$ cat config.mk
export PLATFORM = sky130hd
export DESIGN_NAME = mem_arbiter_rr
export DESIGN_NICKNAME = d
export VERILOG_FILES = /design/src/rtl/mem_arbiter_rr.sv
export SDC_FILE = /design/constraint.sdc
export NUM_CORES = 1
export LEC_CHECK = 0
export CAP_MARGIN = 40
export CORE_AREA = 2 2 536 538
export CTS_CLUSTER_DIAMETER = 60
export DETAILED_ROUTE_END_ITERATION = 6
export DIE_AREA = 0 0 538 540
export GPL_TIMING_DRIVEN = 1
export SYNTH_ARGS = -nofsm -noshare
export SYNTH_HDL_FRONTEND = slang
export SYNTH_SLANG_ARGS = --single-unit
$ cat constraint.sdc
create_clock -name clk_i -period 2.5 [get_ports clk_i]
set_input_delay 0.75 -clock clk_i [delete_from_list [all_inputs] [get_ports clk_i]]
set_output_delay 0.75 -clock clk_i [all_outputs]
set_load 0.1 [all_outputs]
$ cat src/rtl/mem_arbiter_rr.sv
// mem_arbiter_rr
// Shares one line-wide memory port among NUM_CHANNELS cache-side requesters.
// A winner is picked in IDLE, by lowest index or round-robin from r_rr_ptr.
// That grant is held for the whole transaction and released on mem_ready_i.
//
// Handshake: a requester raises ch_valid_i[k] and holds write/addr/wdata
// stable until ch_ready_o[k] pulses for one cycle. On the next cycle it drops
// or renews valid. The memory side sees mem_valid_o held high for the whole
// BUSY period and answers with a one-cycle mem_ready_i pulse; that pulse is
// the completion. mem_ready_i is ignored outside BUSY.
//
// Ports:
//   clk_i, reset_i            clock, asynchronous active-high reset
//   ch_valid_i/ch_write_i     per-channel request valid / write flag
//   ch_addr_i/ch_wdata_i      per-channel packed address / write line
//   ch_ready_o/ch_rdata_o     completion pulse (one-hot) / read line
//   mem_valid_o..mem_wdata_o  request to the memory model
//   mem_rdata_i/mem_ready_i   response from the memory model
//   grant_o, busy_o           debug view of the FSM (grant index, BUSY state)
module mem_arbiter_rr #(
    parameter int NUM_CHANNELS = 2,
    parameter int ADDR_SIZE    = 32,
    parameter int LINE_SIZE    = 256,
    parameter int RR_MODE      = 1,
    parameter int GW           = (NUM_CHANNELS > 1) ? $clog2(NUM_CHANNELS) : 1
) (
    input  logic                              clk_i,
    input  logic                              reset_i,
    input  logic [NUM_CHANNELS-1:0]           ch_valid_i,
    input  logic [NUM_CHANNELS-1:0]           ch_write_i,
    input  logic [NUM_CHANNELS*ADDR_SIZE-1:0] ch_addr_i,
    input  logic [NUM_CHANNELS*LINE_SIZE-1:0] ch_wdata_i,
    output logic [NUM_CHANNELS-1:0]           ch_ready_o,
    output logic [LINE_SIZE-1:0]              ch_rdata_o,
    output logic                              mem_valid_o,
    output logic                              mem_write_o,
    output logic [ADDR_SIZE-1:0]              mem_addr_o,
    output logic [LINE_SIZE-1:0]              mem_wdata_o,
    input  logic [LINE_SIZE-1:0]              mem_rdata_i,
    input  logic                              mem_ready_i,
    output logic [GW-1:0]                     grant_o,
    output logic                              busy_o
);

    typedef enum logic {ST_IDLE = 1'b0, ST_BUSY = 1'b1} state_t;

    state_t          r_state;
    logic [GW-1:0]   r_grant;
    logic [GW-1:0]   r_rr_ptr;

    logic [GW-1:0]   w_start;
    logic [GW-1:0]   w_win;
    logic            w_hit;
    logic            w_any;
    logic            w_busy;
    logic            w_done;

    assign w_any  = |ch_valid_i;
    assign w_busy = (r_state == ST_BUSY);
    assign w_done = w_busy && mem_ready_i;

    // Fixed mode always scans from 0; round-robin scans from the pointer.
    assign w_start = (RR_MODE != 0) ? r_rr_ptr : '0;

    // Two-pass scan: first the set bits at or above w_start, then wrap around
    // to the lowest set bit. Avoids variable-index arithmetic on the vector.
    always_comb begin
        w_win = '0;
        w_hit = 1'b0;
        for (int i = 0; i < NUM_CHANNELS; i++) begin
            if (!w_hit && ch_valid_i[i] && (GW'(i) >= w_start)) begin
                w_win = GW'(i);
                w_hit = 1'b1;
            end
        end
        for (int i = 0; i < NUM_CHANNELS; i++) begin
            if (!w_hit && ch_valid_i[i]) begin
                w_win = GW'(i);
                w_hit = 1'b1;
            end
        end
    end

    // Memory request is muxed from the registered grant and forced to zero
    // outside BUSY, so a reset clears it without waiting for a clock edge.
    always_comb begin
        mem_write_o = 1'b0;
        mem_addr_o  = '0;
        mem_wdata_o = '0;
        ch_ready_o  = '0;
        for (int i = 0; i < NUM_CHANNELS; i++) begin
            if (w_busy && (r_grant == GW'(i))) begin
                mem_write_o = ch_write_i[i];
                mem_addr_o  = ch_addr_i[i*ADDR_SIZE +: ADDR_SIZE];
                mem_wdata_o = ch_wdata_i[i*LINE_SIZE +: LINE_SIZE];
                ch_ready_o[i] = mem_ready_i;
            end
        end
    end

    assign ch_rdata_o  = w_done ? mem_rdata_i : '0;
    assign mem_valid_o = w_busy;
    assign busy_o      = w_busy;
    assign grant_o     = r_grant;

    // Completion always returns to IDLE, so a request still held during the
    // ready cycle is only looked at again one cycle later.
    always_ff @(posedge clk_i or posedge reset_i) begin
        if (reset_i) begin
            r_state  <= ST_IDLE;
            r_grant  <= '0;
            r_rr_ptr <= '0;
        end else begin
            case (r_state)
                ST_IDLE: begin
                    if (w_any) begin
                        r_grant <= w_win;
                        r_state <= ST_BUSY;
                    end
                end
                ST_BUSY: begin
                    if (mem_ready_i) begin
                        r_state <= ST_IDLE;
                        if (RR_MODE != 0) begin
                            if (r_grant == GW'(NUM_CHANNELS - 1)) begin
                                r_rr_ptr <= '0;
                            end else begin
                                r_rr_ptr <= r_grant + 1'b1;
                            end
                        end
                    end
                end
                default: r_state <= ST_IDLE;
            endcase
        end
    end

endmodule

== Word-level counts from Yosys, hierarchy flattened ==
Cells that the tools add are included.
Storage, ports and cells
  bits in read-only memories: 0
  memory bits (writable): 0
  memories kept: 0
  bits in latches: 0
  input port bits: 839
  bits in registers: 3
  output and inout port bits: 550
Cells by class
  mux-type cells: 19
  multipliers: 0
  divide/modulo/power cells: 0
  eq/ne operators: 0
  reduce and logical (&&, ||, !) cells: 14
  $lt $le $gt $ge: 2
  bitwise gates (word level): 2
  add/sub/neg operators: 1
  shifts and indexed selects: 0
Operators by type and width (number)
  256-bit two-way mux: 3
  32-bit two-way mux: 2
  1-bit two-way mux: 13
  1-bit logical AND: 8
  2-bit AND reduction: 2
  1-bit zero test: 3
  1-bit greater-or-equal comparator, first input constant: 2
  1-bit NOT: 2
  1-bit case mux with 2 select lines: 1
  2-bit OR reduction: 1
  1-bit adder, second input constant: 1

== Longest topological paths before layout ==
  word-level depth: 13
  mapped depth: 5
  mapped depth without buffers: 2

== Worst setup path after synthesis ==
Ideal clock, no wire load.
  kind: flip-flop to output port
  start point: register r_state, in the netlist busy_o
  end point: output mem_wdata_o[100]
  arrival time: 2.939 ns
  stages on the path, launching flop included: 5
  path slack: -1.189 ns
  required time: 1.750 ns
  path through: dfrtp_1 -> buf_4 -> buf_4 -> clkbuf_1 -> nor2b_1
Between the ends
  cells in the longest elaborated chain, start to end: 3
Ends and longest elaborated chain
  start: declaration: line 47  | state_t r_state;
  start signal: assignment: line 110  | r_state <= ST_IDLE;
  start signal: assignment: line 118  | r_state <= ST_BUSY;
  start signal: assignment: line 123  | r_state <= ST_IDLE;
  1-bit logical AND: line 92  | if (w_busy && (r_grant == GW'(i))) begin
  256-bit two-way mux: line 92
  256-bit two-way mux (*): line 92
  end: declaration: line 38  | output logic [LINE_SIZE-1:0] mem_wdata_o,
Every way passes the cells marked *; elsewhere a longest branch is shown, timed or not.

== Final worst setup path ==
  start point: register r_grant, in the netlist grant_o
  end point: output mem_addr_o[10]
Between the ends
  cells in the longest elaborated chain, start to end: 4
Ends and longest elaborated chain
  start: declaration: line 48  | logic [GW-1:0] r_grant;
  start signal: assignment: line 117  | r_grant <= w_win;
  1-bit NOT: line 92
  1-bit logical AND: line 92
  32-bit two-way mux: line 92
  32-bit two-way mux (*): line 92
  end: declaration: line 37  | output logic [ADDR_SIZE-1:0] mem_addr_o,
Marks and branches as above.

==> key figures <==
Die
  – Die Y: between 500 and 600 um
  – Die ar.: a little under 300000 um2
  – I/O pins: around 1400
  – FP Rows: 196
  – Core Area: about 280000 um2
  – Initial Util: between 2 and 3%
  – Die Wd: approximately 540 um

Timing
  – Tcrit/Tclk final: 107.4%
  – Max_slew headroom: between 60% and 70%
  – Max Slew Vio Count: 0
  – Fmax achieved: 0.3723 GHz
  – Worst-margin pin slew: about 580 ps
  – Final hold vios: 0
  – Setup Viol. Count Final: 383
  – PnR worst setup slack: -185.8 ps
  – RSZ-0062 raised after global routing: yes
  – Minimum clock period: between 2000 and 3000 ps
  – Setup Skew: 1.975 ps

Clocking
  – Root Driver: clkbuf_16
  – Clk slew on worst S/H paths: around 30 ps
  – CTS H-tree depth: 1
  – TritonCTS clock tree: built
  – CTS sink cnt: 3
  – Worst-Skew Late Latency: roughly 230 ps
  – CTS Buf Count: 3
  – CTS Hold Buffers Added: 0
  – Clock buffer depth: 2

GRT
  – First-pass GRT wire length: between 300000 and 400000 um
  – GRT Util Overall: a little under a fifth
  – GRT overflow: 0
  – Vias in the first global route: around 15000
  – Largest net degree at the start of global routing: between 40 and 50
  – Initial antenna violation count: 441

Setup path
  – Kind of end point of the critical path: output pin
  – Critical path launch point type: flop
  – Critical path class: reg -> out
  – Critical Path RT: 1750 ps
  – WP data arrival: 1940 ps
  – CP max FO: 12

Route
  – Overall routed net length: about 280000 um
  – Antenna Nets Post-Route: 0
  – Vias after detailed routing: 16138
  – Drt wl/cell: ~45 um
  – Via density: between 2 and 3
  – Pre-antenna DRT Iters: 5
  – DRC viols: 0
  – Initial DRC count: 680

Logic synthesis
  – Mapped Nets: between 1500 and 2000
  – Ys Warns: 0
  – Syn_area_per_cell: between 7 and 8 um2
  – Synth Register Bits: 3
  – Post-synthesis sequential area ratio: a little over 1%
  – Syn Inst Count: a little under 1000
  – Synth cell types: 16
  – Area of the mapped netlist: around 7400 um2

Layout
  – Area grow syn2layout: 408.5%
  – Fin nets: around 3300
  – Register area: 82.58 um2
  – Final Non-Filler Cells: 6259
  – Final Util: 13.28%
  – Commonest non-fill, non-tap cell in the layout: clkdlybuf4s50_1
  – Most frequent cells in the layout: 786 x clkdlybuf4s50_1, 575 x buf_12, 219 x and3_4, 218 x nor2b_4, 140 x mux2i_2
  – Multi-input logic area: roughly 10000 um2
  – Share of cells above drive strength 1: between 60 and 70%
  – Fillers: ~32000

Placement
  – Port bufs: about 1400
  – Dpl hpwl: ~260000 um
  – DP Cell Count: approximately 6100
  – GP Congestion: around 1.0

Outcome
  – Status: finished, violations left
  – Failing checks: setup timing

Worst hold path
  – HP Class: reg -> reg

Pwr
  – VDD IR-drop max: slightly above 0.4 mV
  – Leakage power: about 15 nW
  – PD cells: 617.6 nW/um2

Flow run
  – Max Cap Viol: 0
==> through the flow <==
step                      hold WS, ps  TNS (ps)  worst slack (ps)  area, um2  power (mW)
after floorplan                 462.3    -27160            -289.9       9693       12.11
after global placement          491.4     -4653            -835.8      33750       21.18
after detailed placement        556.0     -4536            -474.8      33760       21.26
after CTS                       562.9    -26870            -187.1      35560       22.75
after global routing            587.8    -35680            -204.8      37650       24.00
final                           558.3    -24790            -185.8      37770       23.33
==> power by group <==
group / total, mW / internal [mW] / switching (mW)
Sequential: 0.0863 / 0.0639 / 0.0224
Clock: 0.256 / 0.210 / 0.0453
Combinational: 23.0 / 8.83 / 14.2
==> synthesized netlist by cell type <==
cell         n  share of area [%]
and3_1     257                 22
dfrtp_1      3                1.0
clkbuf_1    60                3.0
buf_8        7                1.4
buf_4        7               0.71
inv_1        1              0.050
buf_12      23                6.2
buf_2       25                1.7
mux2i_1    289                 39
a2bb2oi_1    1               0.12
a21oi_1      1              0.067
nor2_1       2               0.10
nor2b_1    291                 25
buf_6        2               0.30
o31a_1       1               0.12
nand2_1      2               0.10
==> flip-flops by register name (all words and copies together), names as in the netlist <==
signal,count
grant_o,1
busy_o,1
r_rr_ptr,1
==> critical path, cell delays in order (launching register included) <==
cell and delay [ps]:
dfrtp_4 500, buf_12 160, buf_16 160, buf_12 220, mux2i_4 200, nor2b_4 140
buf_12 190
==> repair_timing <==
item,CTS,global route
buffers inserted,16,20
setup endpoints to repair,310,470
cloned,14,40
pin swaps,1,6
gates resized for setup,318,242
==> cell families after synthesis <==
family	after synthesis	synth area share, %
compound gates	3	0.3032
buf+inv	125	13.39
flops	3	1.011
mux	289	38.94
simple gates	552	46.35
==> path summary, 6_finish.rpt <==
path / start / slack (ps) / cells after the start / endpoint
max reg2reg: busy_o / 910 / 4 / busy_o
max: grant_o / -190 / 6 / mem_addr_o[10]
min: r_rr_ptr / 560 / 2 / grant_o
max in group asynchronous: reset_i / 1620 / 2 / grant_o
min in group asynchronous: reset_i / 720 / 2 / busy_o
min reg2reg: r_rr_ptr / 560 / 2 / grant_o
==> metal layers <==
| layer | share of wire, % | wire, um | vias to the layer above | global-route usage [%] |
|---|---|---|---|---|
| met1 | 35 | 98130 | 7253 | 19.12 |
| met3 | 17 | 47540 | 613 | 13.29 |
| li1 | - | - | 6407 | - |
| met2 | 44 | 123400 | 1617 | 28.62 |
| met4 | 3.3 | 9195 | 248 | 3.412 |
| met5 | 0.61 | 1702 | - | 0 |
==> layout make-up <==
class,count,share of cell area (%)
repair buffers,1561,59.24
multi-input cells,844,27.31
well taps,3762,12.46
diodes,84,0.5565
flip-flops and latches,3,0.2186
clock buffers,4,0.2087
inverters,1,0.009937
Note: power is estimated with default switching activity, not from simulation.
